[src/rtl/misr_ora.sv]
// LBIST output response analyzer: Galois MISR compaction of CUT responses with a
// registered golden-signature verdict. Optional X-masking input under MISR_X_MASK_EN.
module misr_ora #(
  parameter int unsigned       BITS   = 3,
  parameter logic [BITS-1:0]   POLY   = 3'b011,
  parameter logic [BITS-1:0]   GOLDEN = 3'b011,
  parameter int unsigned       CW     = 8
) (
  input  logic            clk,
  input  logic            rst,
  input  logic            start,
  input  logic [BITS-1:0] resp,
  input  logic            resp_valid,
  input  logic            end_in,
`ifdef MISR_X_MASK_EN
  input  logic [BITS-1:0] resp_mask,
`endif
  output logic [BITS-1:0] signature,
  output logic [CW-1:0]   count,
  output logic            busy,
  output logic            done,
  output logic            pass
);

  typedef enum logic [1:0] {
    S_IDLE    = 2'd0,
    S_COMPACT = 2'd1,
    S_CHECK   = 2'd2,
    S_DONE    = 2'd3
  } state_t;

  state_t          r_state;
  state_t          w_state_next;
  logic            w_clear;
  logic            w_update;
  logic [BITS-1:0] w_resp_eff;
  logic [BITS-1:0] w_sig_next;
  logic [BITS-1:0] r_sig;
  logic [CW-1:0]   r_count;
  logic            r_busy;
  logic            r_done;
  logic            r_pass;

`ifdef MISR_X_MASK_EN
  // Unknown bits are forced to 0 so they cannot corrupt the signature.
  assign w_resp_eff = resp & ~resp_mask;
`else
  assign w_resp_eff = resp;
`endif

  assign w_sig_next = {r_sig[BITS-2:0], 1'b0} ^ (r_sig[BITS-1] ? POLY : '0) ^ w_resp_eff;

  // Next-state and datapath control
  always_comb begin
    w_state_next = r_state;
    w_clear      = 1'b0;
    w_update     = 1'b0;
    case (r_state)
      S_IDLE: begin
        if (start) begin
          w_state_next = S_COMPACT;
          w_clear      = 1'b1;
        end
      end
      S_COMPACT: begin
        w_update = resp_valid;
        if (end_in) begin
          w_state_next = S_CHECK;
        end
      end
      S_CHECK: begin
        w_state_next = S_DONE;
      end
      S_DONE: begin
        if (start) begin
          w_state_next = S_COMPACT;
          w_clear      = 1'b1;
        end
      end
      default: begin
        w_state_next = S_IDLE;
      end
    endcase
  end

  // State, signature, counter and verdict registers
  always_ff @(posedge clk) begin
    if (!rst) begin
      r_state <= S_IDLE;
      r_sig   <= '0;
      r_count <= '0;
      r_busy  <= 1'b0;
      r_done  <= 1'b0;
      r_pass  <= 1'b0;
    end else begin
      r_state <= w_state_next;
      r_busy  <= (w_state_next == S_COMPACT) || (w_state_next == S_CHECK);
      r_done  <= (w_state_next == S_DONE);
      if (w_clear) begin
        r_sig   <= '0;
        r_count <= '0;
        r_pass  <= 1'b0;
      end else begin
        if (w_update) begin
          r_sig <= w_sig_next;
          if (!(&r_count)) begin
            r_count <= r_count + CW'(1);
          end
        end
        if (r_state == S_CHECK) begin
          r_pass <= (r_sig == GOLDEN);
        end
      end
    end
  end

  assign signature = r_sig;
  assign count     = r_count;
  assign busy      = r_busy;
  assign done      = r_done;
  assign pass      = r_pass;

endmodule

[config.mk]
export PLATFORM = sky130hd
export DESIGN_NAME = misr_ora
export DESIGN_NICKNAME = d
export VERILOG_FILES = /design/src/rtl/misr_ora.sv
export SDC_FILE = /design/constraint.sdc
export NUM_CORES = 1
export LEC_CHECK = 0
export ABC_AREA = 1
export CAP_MARGIN = 20
export CORE_UTILIZATION = 30
export DETAILED_ROUTE_END_ITERATION = 10
export SLEW_MARGIN = 20
export SYNTH_ARGS = -nofsm -noshare
export SYNTH_HDL_FRONTEND = slang
export SYNTH_SLANG_ARGS = --single-unit
[constraint.sdc]
create_clock -name clk -period 4.6 [get_ports clk]
set_clock_uncertainty 0.2 [all_clocks]
set_input_delay 0.92 -clock clk [delete_from_list [all_inputs] [get_ports clk]]
set_output_delay 0.92 -clock clk [all_outputs]
set_load 0.02 [all_outputs]
==> impl_metrics.ini <==
[outcome]
outcome = finished, final reports clean

[logic_synthesis]
synth_top_area_cell = dfxtp_1
synthesis.area_sq_um = 879.6
synth.top_cell.area_share = 0.3642
synth.area.top_cells = dfxtp_1 36%, nand2_1 15%, inv_1 8.5%, ha_1 7.1%, nor2_1 6.8%
avgSynthCellArea_sq_um = 6.766
synth_seq_cells = 16
synth_fp_nets = 143
seq_area_frac_synth = 0.3642
ys_warn_count = 0
ys_types = 19
netlist_instances = 130

[power]
cell_internal_pwr_uw = 309.5
clock_power_share = 0.181
p_switching_uw = 199.6
pwr-share-comb = 0.452
p_leak_nw = 0.5069
powerDensity_nw_per_um2 = 438.9
p_seq_frac = 0.368
swShare = 0.3920
peakVddDrop_uv = 220.2

[grt]
grt.total_usage = 0.1204
grt_max_degree = 12
met3_usage = 0.03256
first_global_vias = 822
top_usage_layer = met2
use_met2 = 0.2109
grt_pass1_wl_um = 3077
grtUsageMet1 = 0.1361
grt_antenna_before_repair = 0
grt_overflow = 0

[floorplanning]
rows = 19
ioPinCount = 22
die_x_um = 56.15
die_y_um = 56.15
initial_core_util = 0.3190
core_area_sq_um = 2758
die_area_sq_um = 3152

[cells_and_area]
utilization = 0.4206
fillCellCount = 296
drive_above_1_share = 0.07143
num_antenna_cells = 0
multi_input_area_sq_um = 467.9
syn_to_final_growth_pct = 31.86
fin_nets = 168
final_cell_mix = 34 x nand2_1, 21 x clkdlybuf4s50_1, 20 x inv_1
final_common_cell = nand2_1
layout.area.seq_sq_um = 320.3

[setup_path]
crit_buf_inv = 1
rr_worst_depth = 9
cp_slowest_cell = clkdlybuf4s50_1
worstPathCellList = clkdlybuf4s50_1
crit_type = reg2out
worstPathArrival_ns = 1.34
r2r_start = r_state[0]
required_ns = 3.48
r2r-end = busy
rrSetupSlack_ns = 2.68
worstPathMaxFanout = 5
crit_path_start_kind = register
cpPeakStageDelay_ns = 0.64
end_kind = primary output
crit_family = buffers and inverters

[placed_design]
port_buffers = 21
dpl.hpwl_um = 1414
gp_congestion = 0.7816

[clock_network]
cts_resized = 0
cts_buffer_depth = 2
cts_root_buffer = clkbuf_4
htreeDepth = 1
postCtsSetupBuffers = 0
cts_hold_buf = 0
numClockSinks = 16
cts_tree = built
clk_pin_slew_ns = 0.09
insertion_delay_ns = 0.28
numCtsBuffers = 3

[sta]
period_share = 0.5357
rsz0062_at_grt = false
slew_headroom = 0.7832
fin_crit_ns = 2.464
hold-worst-slack_ns = 0.3231
setup_viol = 0
hold_viol = 0
tightest_slew_ns = 0.3249
slew_violations = 0
setup_tns_ns = 0
max_freq_mhz = 405.8

[min_path]
hold_end = count[1]
min_from = count[1]
hold_path_depth = 2
min_path_type = reg2reg

[routing]
num_vias = 856
drtAntennaViolNets = 0
drtPass1Iterations = 4
drtIter0Drc = 14
avgRoutedWirePerCell_um = 9.600
drc = 0
vias_per_cell = 4.627
routed_wl_um = 1776

[run]
cap_violations = 0
[metrics by stage]
stage / total power [mW] / std cells / worst slack (ns) / instance area [sq um]
global route: 0.5584 / 185 / 2.077 / 1160
finish: 0.5091 / 185 / 2.136 / 1160
floorplan: 0.3452 / 130 / 2.597 / 879.6
detailed placement: 0.4191 / 181 / 2.099 / 1124
CTS: 0.5141 / 185 / 2.125 / 1160
global placement: 0.4109 / 181 / 2.162 / 1124
[cell type report]
| class | instances | share of cell area |
|---|---|---|
| clock buffer | 4 | 0.03128 |
| inverter | 23 | 0.07443 |
| multi-input combinational | 90 | 0.4035 |
| sequential | 16 | 0.2762 |
| tap | 31 | 0.03344 |
| timing repair buffer | 21 | 0.1812 |
[logic make-up after synthesis]
kind of cell	Yosys count	synth area share
AND/OR/NAND/NOR	67	0.3414
buffers and inverters	24	0.1038
flip-flops	16	0.3642
AO/OA/AOI/OAI	15	0.08962
adder cells (fa/ha/maj)	5	0.07112
XOR/XNOR	3	0.02988
[registers in the layout, summed over array words and instances (netlist names)]
signal,flops
r_state,2
signature,3
count,8
pass,1
done,1
busy,1
[how the worst max path moves through the flow]
stage	startpoint	end	slack, ns	cells past startpoint
2_1_floorplan	end_in	busy	2.60	6
3_3_place_gp	end_in	busy	2.16	7
3_5_place_dp	start	busy	2.10	8
4_1_cts	count[3]	count[3]	2.12	1
5_1_grt	signature[2]	signature[2]	2.08	1
6_report	count[2]	count[2]	2.14	1
[synthesized netlist by cell type]
cell type   n
a21o_1      1
a21oi_1     9
buf_2       1
dfxtp_1    16
ha_1        5
inv_1      20
inv_2       3
nand2_1    34
nand2_2     1
nand2_4     1
nand3_1    10
nand3_4     1
nor2_1     16
nor2_4      1
nor3_1      2
o21ai_0     4
o22ai_1     1
or2_1       1
xnor2_1     3
[power groups by stage]
stage          registers (mW)  clock network [mW]  logic (mW)
2_1_floorplan           0.208                   0       0.137
3_3_place_gp            0.189                   0       0.222
3_5_place_dp            0.190                   0       0.229
4_1_cts                 0.187              0.0964       0.231
5_1_grt                 0.191               0.100       0.267
6_report                0.187              0.0920       0.230
[routing by layer]
| metal | up-vias | routed length (um) | share of wire |
|---|---|---|---|
| met3 | 2 | 97 | 0.055 |
| met1 | 385 | 821 | 0.46 |
| met2 | 17 | 842 | 0.47 |
| met5 | - | 0 | 0 |
| met4 | 0 | 14 | 0.0079 |
| li1 | 452 | - | - |
Power figures use the tool's default switching activity.
